**config.mk**
```make
export PLATFORM = sky130hd
export DESIGN_NAME = piso_serializer
export DESIGN_NICKNAME = d
export VERILOG_FILES = /design/src/rtl/piso_serializer.sv
export SDC_FILE = /design/constraint.sdc
export NUM_CORES = 1
export LEC_CHECK = 0
export CORE_MARGIN = 2
export CORE_UTILIZATION = 51
export CTS_BUF_LIST = sky130_fd_sc_hd__clkbuf_16
export CTS_CLUSTER_SIZE = 10
export DETAILED_ROUTE_END_ITERATION = 6
export PLACE_DENSITY = 0.78
export SLEW_MARGIN = 15
export SYNTH_ARGS = -nofsm -noshare
export SYNTH_HDL_FRONTEND = slang
export SYNTH_SLANG_ARGS = --single-unit
```
**constraint.sdc**
```tcl
create_clock -name i_clk -period 1.5 [get_ports i_clk]
set_input_delay 0.3 -clock i_clk [delete_from_list [all_inputs] [get_ports i_clk]]
set_output_delay 0.3 -clock i_clk [all_outputs]
set_load 0.05 [all_outputs]
```
**src/rtl/piso_serializer.sv**
```systemverilog
// piso_serializer: parallel-in / serial-out converter.
//
// Captures a SIZE_DATA_IN-bit word on a start request and emits it as
// SIZE_DATA_IN/SIZE_DATA_OUT chunks of SIZE_DATA_OUT bits, one per clock.
// A valid strobe accompanies every chunk, and a done pulse marks the last one.
// Holding i_start high during the done cycle recaptures i_data, so the next
// word follows without a bubble.
//
// Configuration macro:
//   PISO_LSB_FIRST_EN  defined   -> least-significant chunk is emitted first
//                      undefined -> most-significant chunk is emitted first (default)
//
// Ports:
//   i_clk    in   1              clock, rising edge
//   i_rst    in   1              asynchronous active-high reset
//   i_start  in   1              capture i_data and begin serialising
//   i_data   in   SIZE_DATA_IN   parallel word, sampled only on capture
//   o_data   out  SIZE_DATA_OUT  current serial chunk (registered)
//   o_valid  out  1              o_data holds a valid chunk
//   o_done   out  1              high together with the last chunk of a word

module piso_serializer #(
    parameter int unsigned SIZE_DATA_IN  = 16,
    parameter int unsigned SIZE_DATA_OUT = 2
) (
    input  logic                     i_clk,
    input  logic                     i_rst,
    input  logic                     i_start,
    input  logic [SIZE_DATA_IN-1:0]  i_data,
    output logic [SIZE_DATA_OUT-1:0] o_data,
    output logic                     o_valid,
    output logic                     o_done
);

    localparam int unsigned N     = SIZE_DATA_IN / SIZE_DATA_OUT;
    localparam int unsigned CNT_W = (N > 1) ? $clog2(N) : 1;
    localparam logic [CNT_W-1:0] LAST = CNT_W'(N - 1);

    if ((SIZE_DATA_IN % SIZE_DATA_OUT) != 0 || SIZE_DATA_IN < SIZE_DATA_OUT) begin : g_bad_cfg
        $error("piso_serializer: SIZE_DATA_IN must be a positive multiple of SIZE_DATA_OUT");
    end

    typedef enum logic {
        StIdle,
        StShift
    } state_t;

    state_t                  state;
    logic [CNT_W-1:0]        cnt;
    logic [SIZE_DATA_IN-1:0] shreg;

    // Chunk presented next from a word, according to the configured order.
    function automatic logic [SIZE_DATA_OUT-1:0] head(input logic [SIZE_DATA_IN-1:0] w);
`ifdef PISO_LSB_FIRST_EN
        return w[SIZE_DATA_OUT-1:0];
`else
        return w[SIZE_DATA_IN-1 -: SIZE_DATA_OUT];
`endif
    endfunction

    // Word with its presented chunk removed.
    function automatic logic [SIZE_DATA_IN-1:0] advance(input logic [SIZE_DATA_IN-1:0] w);
`ifdef PISO_LSB_FIRST_EN
        return w >> SIZE_DATA_OUT;
`else
        return w << SIZE_DATA_OUT;
`endif
    endfunction

    function automatic logic [CNT_W-1:0] next_cnt(input logic [CNT_W-1:0] idx);
        return (idx == LAST) ? '0 : idx + CNT_W'(1);
    endfunction

    always_ff @(posedge i_clk or posedge i_rst) begin
        if (i_rst) begin
            state   <= StIdle;
            cnt     <= '0;
            shreg   <= '0;
            o_data  <= '0;
            o_valid <= 1'b0;
            o_done  <= 1'b0;
        end else begin
            case (state)
                StIdle: begin
                    o_data  <= '0;
                    o_valid <= 1'b0;
                    o_done  <= 1'b0;
                    if (i_start) begin
                        shreg <= i_data;
                        cnt   <= '0;
                        state <= StShift;
                    end
                end

                StShift: begin
                    if (!o_done) begin
                        // Mid-frame: present the chunk at index cnt.
                        o_data  <= head(shreg);
                        shreg   <= advance(shreg);
                        o_valid <= 1'b1;
                        o_done  <= (cnt == LAST);
                        cnt     <= next_cnt(cnt);
                    end else if (i_start) begin
                        // Last chunk is on the output: reload and present chunk 0
                        // straight from i_data so there is no gap.
                        o_data  <= head(i_data);
                        shreg   <= advance(i_data);
                        o_valid <= 1'b1;
                        o_done  <= (LAST == '0);
                        cnt     <= next_cnt('0);
                    end else begin
                        o_data  <= '0;
                        o_valid <= 1'b0;
                        o_done  <= 1'b0;
                        shreg   <= '0;
                        cnt     <= '0;
                        state   <= StIdle;
                    end
                end

                default: begin
                    state <= StIdle;
                end
            endcase
        end
    end

endmodule

```
==> results of run 1 <==
-- power by group through the flow --
| stage | clock [uW] | sequential (uW) | combinational, uW |
|---|---|---|---|
| after global routing | 614 | 1080 | 1190 |
| after floorplan | 0 | 1150 | 632 |
| after global placement | 0 | 1040 | 1050 |
| after detailed placement | 0 | 1060 | 1080 |
| final | 574 | 1050 | 1090 |
| after CTS | 584 | 1050 | 1100 |
-- cells by family (layout without fill, tap and decap cells) --
kind of cell               Yosys count  after routing  share of synthesized area (%)
muxes                               12             12                          9.553
DFF                                 24             24                          47.76
AOI/OAI and AO/OA                   37             37                          18.71
and+or+nand+nor                     32             32                          15.02
adders and majority gates            2              2                          1.990
buffers and inverters               12             35                          6.964
-- sequential cells by signal (all words and copies together) (netlist names) --
name     count
shreg       16
state        1
o_valid      1
o_done       1
cnt          3
o_data       2
-- cell usage in the layout, fill, tap and decap left out, drive strengths merged --
cell type,Yosys,routed
nor2,5,5
inv,3,3
clkbuf,2,3
buf,7,10
a32o,1,1
ha,2,2
a21oi,14,14
a22o,1,1
dfrtp,24,24
nand2b,4,4
a31oi,5,5
clkdlybuf4s50,0,18
o21ai,2,2
nor3,1,1
a211oi,14,14
nor2b,2,2
nand2,5,5
mux2i,12,12
clkinv,0,1
and2,15,15
-- critical path: stages --
cell and delay, ns:
clkdlybuf4s50_1 0.45, buf_4 0.19, and2_1 0.16, a211oi_1 0.24, a21oi_1 0.06
-- how the worst max path moves through the flow --
stage	start	endpoint	slack (ns)	depth (start not counted)
floorplan	o_done	shreg[14]	0.14	4
global placement	i_start	shreg[11]	-0.005	5
detailed placement	i_start	shreg[5]	-0.05	5
CTS	i_start	shreg[5]	0.22	5
global route	i_start	shreg[14]	0.14	5
finish	i_start	shreg[11]	0.22	5
-- final cells by class --
| type | instances | area [um^2] | share of cell area (%) |
|---|---|---|---|
| sequential | 24 | 600.6 | 37.53 |
| multi-input combinational | 83 | 569.3 | 35.57 |
| timing repair buffer | 28 | 305.3 | 19.08 |
| clock buffer | 3 | 75.07 | 4.691 |
| tap | 28 | 35.03 | 2.189 |
| inverter | 3 | 11.26 | 0.7037 |
| clock inverter | 1 | 3.754 | 0.2346 |
-- routing by layer --
layer	global-route usage, %	part of all wire (%)	vias up
met3	3.333	4.6	2
met2	30.25	48	21
met4	8.974	0.57	0
li1	-	-	472
met1	26.79	47	456
met5	0	0	-
-- metrics by stage --
step                utilization [%]  setup TNS, ns  hold WS (ns)  area [um^2]  std cells
finish                        70.31              0        0.3904         1600        170
global route                  70.31              0        0.4604         1600        170
CTS                           70.31              0        0.4026         1600        170
detailed placement            66.85        -0.1172        0.4969         1521        166
global placement              66.85      -0.005319        0.4893         1521        166
floorplan                         -              0        0.3146         1257        119
==> reports/results.txt, run 1 <==
Worst Skew - 0.001430 ns
Worst hold path class - in2async
Final Max Slew Viols - 0
Clock power frac - 21.2%
Die height - 53.66 um
Number of global-route vias before repair - 914
Hold_buf cts - 0
RSZ-0062 raised after global routing - no
Max-Cap Viols - 0
Static Leak - 0.0006846 uW
Vias - 951
DRT antenna net count - 0
Endpoints failing setup - 0
Critical path class - in2reg
Final WS setup - 0.2240 ns
Fillers - 181
Num rows - 17
R2R Path Start - cnt[0]
Syn avg cell area - 10.57 um^2
Htree depth - 1
FF-to-FF End - cnt[0]
Clk sink count - 24
Int Power - 1794 uW
Pre-CTS WS - -0.04609 ns
Critical Path AT - 1.40 ns
Initial antenna violation count - 0
Area fraction of the dominant cell type after synthesis - 47.76%
Critical Path RT - 1.63 ns
P_sw - 917.6 uW
Post-CTS sizing - 0
Initial DRT Pass Iterations - 4
Seq pwr share - 38.8%
Routed len/inst - 14.32 um
Net Count, Synth - 140
First-pass GRT wire length - 4029 um
CTS root buf - clkbuf_16
# IOs - 23
Syn Inst Count - 119
Power share of the combinational group - 40.1%
Ys flop type - dfrtp_1
Worst slew margin - 78.94%
Synth warnings - 0
Most frequent cell after synthesis - dfrtp_1
Syn-to-layout area delta - 27.26%
Via/cell ratio - 5.594
DP HPWL - 1643 um
Synth top area cells - dfrtp_1 48%, mux2i_1 9.6%, a211oi_1 8.4%
Post-synth top area cell - dfrtp_1
Gpl congestion - 0.7190
Share of cells above drive strength 1 - 14.08%
R2r worst-path depth - 5
Remaining Overflow, GRT - 0
Highest Clock Rate - 783.7 MHz
Die area - 0.002879 mm^2
Final period utilization - 85.07%
Gr usage total - 19.55%
Async SR Flop Fraction - 100.0%
Wirelength, routed - 2435 um
Sw Share - 33.85%
Seq/Total Area, Yosys - 47.76%
Status - completed
Final hold vios - 0
Ant diodes - 0
Worst Tran Pin Value - 0.3154 ns
Pin count of the biggest net entering global routing - 32
Crit path launch type - input port
Clock-pin slew on the worst setup and hold paths - 0.06 ns
VDD IR max - 1158 uV
Fin nets - 164
Initial Utilization - 55.25%
Synth Cell Area - 0.001257 mm^2
Num CTS Buffers - 3
Power Density - 1694 mW/mm^2
IO buf count - 22
Count of different cell masters after synthesis - 24
Slack of the worst reg-to-reg path - 0.25 ns
Die X - 53.66 um
DR iter-0 viols - 6
Core Area - 0.002276 mm^2
# Post-CTS Setup Buffers - 0
Crit Path Max Fanout - 11
DRC violations left - 0
Crit end category - register
Flops & latches, synth - 24
Total power - 2711 uW
Min Tclk post-route - 1.276 ns
Worst-Skew Late Latency - 0.25 ns
Longest Clk Path Bufs - 2
Synth cell count leaders - 24 x dfrtp_1, 14 x a211oi_1, 14 x a21oi_1
CTS tree - yes
Number of synthesized flops with an enable pin - 0
(Power assumes the default switching activity.)
==> inputs of run 2 (changes only) <==
--- a/config.mk
+++ b/config.mk
@@ -6,11 +6,12 @@
 export NUM_CORES = 1
 export LEC_CHECK = 0
 export CORE_MARGIN = 2
-export CORE_UTILIZATION = 51
+export CORE_UTILIZATION = 41
 export CTS_BUF_LIST = sky130_fd_sc_hd__clkbuf_16
 export CTS_CLUSTER_SIZE = 10
 export DETAILED_ROUTE_END_ITERATION = 6
-export PLACE_DENSITY = 0.78
+export PLACE_DENSITY = 0.67
+export SETUP_SLACK_MARGIN = 0.4
 export SLEW_MARGIN = 15
 export SYNTH_ARGS = -nofsm -noshare
 export SYNTH_HDL_FRONTEND = slang
==> constraint.sdc (replaced) <==
create_clock -name i_clk -period 1.1 [get_ports i_clk]
set_input_delay 0.22 -clock i_clk [delete_from_list [all_inputs] [get_ports i_clk]]
set_output_delay 0.22 -clock i_clk [all_outputs]
set_load 0.05 [all_outputs]
==> run 2 against run 1 <==
  * The flow now finishes with violations (negative setup slack)
  * Highest routed layer unchanged
  * Largest power group unchanged
  * Die area up 22%
  * Clock skew increased by 0.00072 ns
  * Non-clock buffer count grew 13
==> reports/results.txt, run 2 (synthesis gave the netlist of run 1 again) <==
Die X - 59.38 um
Initial antenna violation count - 0
Critical Path AT - 0.93 ns
CTS root buf - clkbuf_16
Worst slew margin - 76.12%
Critical Path RT - 0.88 ns
Die height - 59.38 um
Commonest non-fill, non-tap cell in the layout - dfrtp_1
Largest register FFs - 16
Max-Cap Viols - 0
Clock-pin slew on the worst setup and hold paths - 0.06 ns
Worst-Skew Late Latency - 0.26 ns
DRC violations left - 0
Num rows - 20
Core Area - 0.002978 mm^2
Htree depth - 1
Longest Clk Path Bufs - 2
Power Density - 2310 mW/mm^2
Highest Clock Rate - 867.1 MHz
DR iter-0 viols - 32
Remaining Overflow, GRT - 0
R2r worst-path depth - 5
Number of global-route vias before repair - 1008
Ant diodes - 0
Final period utilization - 104.8%
Crit end category - output pin
Final hold vios - 0
Via/cell ratio - 5.447
Worst Tran Pin Value - 0.3577 ns
Most frequent cells in the layout - 19 x dfrtp_1, 17 x clkdlybuf4s50_1, 12 x a211oi_1, 10 x and2_1, 10 x a21oi_1
DRT antenna net count - 0
Critical path class - reg2out
RSZ-0062 raised after global routing - yes
Crit path launch type - register
CTS tree - yes
Gpl congestion - 0.7123
DP Area - 0.001588 mm^2
Crit Path Max Fanout - 2
Failing checks - negative setup slack
Initial Utilization - 42.23%
Worst Skew - 0.002153 ns
Share of cells above drive strength 1 - 39.35%
Status - finished with violations
Die area - 0.003526 mm^2
Pin count of the biggest net entering global routing - 25
Regs by FF count - shreg x16, cnt x3, o_data x2
Worst hold path class - in2async
Fin nets - 177
Num CTS Buffers - 3
Wirelength, routed - 2990 um
First-pass GRT wire length - 4657 um
Initial DRT Pass Iterations - 3
Endpoints failing setup - 3
Final core utilization - 66.97%
VDD IR max - 1195 uV
# IOs - 23
IO buf count - 22
Syn-to-layout area delta - 58.61%
Routed len/inst - 15.90 um
DP HPWL - 1698 um
Gr usage total - 17.78%
Hold_buf cts - 0
Final WS setup - -0.05331 ns
Vias - 1024
Final Max Slew Viols - 0
Final Cell Area - 0.001994 mm^2
Top reg by flops - shreg
Min Tclk post-route - 1.153 ns
Static Leak - 0.0008015 uW
Clk sink count - 24
[run 2: cell count changes in the layout (fill, tap and decap cells not counted), moves of 3 or more]
cell and delta:
buf_6 +9, dfrtp_1 -5, dfrtp_2 +5, a21oi_1 -4
a21oi_2 +4, nand2b_1 -4, nand2b_4 +4, buf_12 +3
mux2i_1 -3, nor2_4 +3
[run 2: path summary, 6_finish.rpt]
path                           from        end  slack [ns]
max in group asynchronous     i_rst  o_data[0]        0.65
hold / removal                i_rst      state        0.28
hold reg to reg            shreg[9]   shreg[9]        0.55
setup reg to reg             cnt[0]     cnt[0]       -0.01
min in group i_clk          i_start      state        0.50
setup / recovery             o_done     o_done       -0.05
[run 2: per-layer routing]
layer	global-route usage (%)	wire length [um]	up-vias
met4	3.896	32	0
met5	0	0	-
met3	5.895	114	4
met2	30.30	1488	20
li1	-	-	498
met1	21.75	1354	502
[run 2: final cells by class]
type,instances,area (um^2)
multi-input cells,83,735.7
fillers,226,983.4
repair buffers,41,513.0
clock buffers,3,75.07
well taps,33,41.29
flip-flops and latches,24,606.8
inverters,3,18.77
clock inverters,1,3.754
[run 2: power breakdown]
part           total (uW)  switching, uW  internal, uW
Clock                 795            309           486
Combinational        2300            996          1310
Sequential           1510            271          1240
Total                4610           1580          3030
[run 2: critical path, cell delays in order (launching register included)]
cell     delay (ns)
dfrtp_2        0.41
buf_6          0.13
buf_12         0.14
[run 2: metrics by stage]
step / power [uW] / setup slack (ns) / hold WS [ns] / TNS, ns / std cells
after floorplan: 2450 / -0.08082 / 0.2343 / -1.077 / 119
after detailed placement: 3048 / -0.4235 / 0.5052 / -7.296 / 175
after global routing: 4868 / -0.07682 / 0.3276 / -0.2158 / 188
after CTS: 4203 / -0.04348 / 0.2940 / -0.1195 / 184
final: 4607 / -0.05331 / 0.2833 / -0.07730 / 188
after global placement: 2977 / -0.3609 / 0.4917 / -6.687 / 175
[run 2: timing repair]
item	in CTS	in global routing
setup endpoints to repair	28	28
buffers inserted	4	3
gates resized for setup	28	24
pin swaps	6	10
gates cloned	1	1
hold endpoints to repair	0	0
==> inputs of run 3 (changes only) <==
--- a/config.mk
+++ b/config.mk
@@ -10,6 +10,7 @@
 export CTS_BUF_LIST = sky130_fd_sc_hd__clkbuf_16
 export CTS_CLUSTER_SIZE = 10
 export DETAILED_ROUTE_END_ITERATION = 6
+export MAX_ROUTING_LAYER = met4
 export PLACE_DENSITY = 0.67
 export SETUP_SLACK_MARGIN = 0.4
 export SLEW_MARGIN = 15
==> run 3 against run 2 <==
  * The run still ends with negative setup slack left
  * First-iteration DRC count down 31%
  * Sequential share of layout area unchanged
  * Final cell count unchanged
  * Die area unchanged
  * Utilization unchanged
  * Flip-flop and latch count unchanged
  * Count of clock-buffer cells in the layout unchanged
  * Sequential power about the same
==> reports/results.txt, run 3 (synthesis gave the netlist of run 1 again) <==
Status - finished with violations
Failing checks - negative setup slack
Fillers - 226
Longest Clk Path Bufs - 2
R2R Path Start - cnt[0]
Hold_buf cts - 0
Pin count of the biggest net entering global routing - 25
Top reg by flops - shreg
Beginning of the critical path - o_done
Critical path class - reg2out
Routed len/inst - 15.90 um
Syn-to-layout area delta - 58.61%
Initial DRT Pass Iterations - 4
Worst hold path class - in2async
Via/cell ratio - 5.495
DRC violations left - 0
Die area - 0.003526 mm^2
Total power - 4607 uW
Final core utilization - 66.97%
Power Density - 2310 mW/mm^2
RSZ-0062 raised after global routing - yes
Fin nets - 177
Regs by FF count - shreg x16, cnt x3, o_data x2
Commonest non-fill, non-tap cell in the layout - dfrtp_1
Pre-CTS WS - -0.4235 ns
Num CTS Buffers - 3
Share of cells above drive strength 1 - 39.35%
VDD IR max - 1190 uV
Crit path launch type - register
Highest Clock Rate - 867.1 MHz
DRT antenna net count - 0
Initial Utilization - 42.23%
Critical Path AT - 0.93 ns
Gr usage total - 18.31%
Fin Hold WS - 0.2828 ns
Ant diodes - 0
Number of global-route vias before repair - 1010
DP HPWL - 1698 um
Final hold vios - 0
Critical Path RT - 0.88 ns
Clock-pin slew on the worst setup and hold paths - 0.06 ns
Worst Skew - 0.002628 ns
Die height - 59.38 um
Worst-Skew Late Latency - 0.26 ns
Most frequent cells in the layout - 19 x dfrtp_1, 17 x clkdlybuf4s50_1, 12 x a211oi_1, 10 x and2_1, 10 x a21oi_1
IO buf count - 22
Htree depth - 1
DR iter-0 viols - 22
Static Leak - 0.0008015 uW
Crit end category - output pin
Max-Cap Viols - 0
Die X - 59.38 um
Final Max Slew Viols - 0
Num rows - 20
CTS tree - yes
Crit Path Max Fanout - 2
Clk sink count - 24
Worst Tran Pin Value - 0.3550 ns
Gpl congestion - 0.7204
First-pass GRT wire length - 4657 um
Endpoints failing setup - 3
CTS root buf - clkbuf_16
# IOs - 23
Final setup TNS - -0.07706 ns
Initial antenna violation count - 0
Final period utilization - 104.8%
Largest register FFs - 16
Final WS setup - -0.05328 ns
Min Tclk post-route - 1.153 ns
Vias - 1033
Worst slew margin - 76.30%
Core Area - 0.002978 mm^2
Remaining Overflow, GRT - 0
Wirelength, routed - 2990 um
[run 3: cell counts in the layout (fill, tap and decap cells not counted)]
No cell type changed its count.
[run 3: where the power goes]
group | switching, uW | internal [uW]
Sequential | 273 | 1240
Combinational | 996 | 1310
Clock | 307 | 486
[run 3: path summary, 6_finish.rpt]
| check | end | slack (ns) | depth (start not counted) |
|---|---|---|---|
| setup / recovery | o_done | -0.05 | 2 |
| hold / removal | state | 0.28 | 3 |
| setup reg to reg | cnt[0] | -0.01 | 5 |
| hold reg to reg | shreg[9] | 0.55 | 2 |
| max in group asynchronous | o_data[0] | 0.65 | 3 |
| min in group i_clk | state | 0.50 | 3 |
[run 3: through the flow]
stage                     area, um^2  instances
after floorplan                 1266        119
after global placement          1588        175
after detailed placement        1588        175
after CTS                       1828        184
after global routing            1994        188
final                           1994        188
[run 3: layer usage]
layer / routed length [um] / global-route usage, %
met5: 0 / -
met4: 29 / 3.896
met3: 115 / 5.895
met2: 1497 / 30.30
met1: 1348 / 21.75
[run 3: cell type report]
| cell class | instances | area (um^2) | area share, % |
|---|---|---|---|
| tap | 33 | 41.29 | 2.070 |
| multi-input combinational | 83 | 735.7 | 36.89 |
| clock buffer | 3 | 75.07 | 3.764 |
| inverter | 3 | 18.77 | 0.9410 |
| timing repair buffer | 41 | 513.0 | 25.72 |
| sequential | 24 | 606.8 | 30.43 |
| clock inverter | 1 | 3.754 | 0.1882 |
[run 3: timing repair]
item                                   4_1_cts  5_1_grt
cloned                                       1        1
gates resized for setup                     28       24
pin swaps                                    6       10
setup endpoints to repair                   28       28
endpoints found under the hold margin        0        0
buffers inserted                             4        3
[run 3: critical path, cell delays in order (launching register included)]
cell,delay (ns)
dfrtp_2,0.41
buf_6,0.13
buf_12,0.14
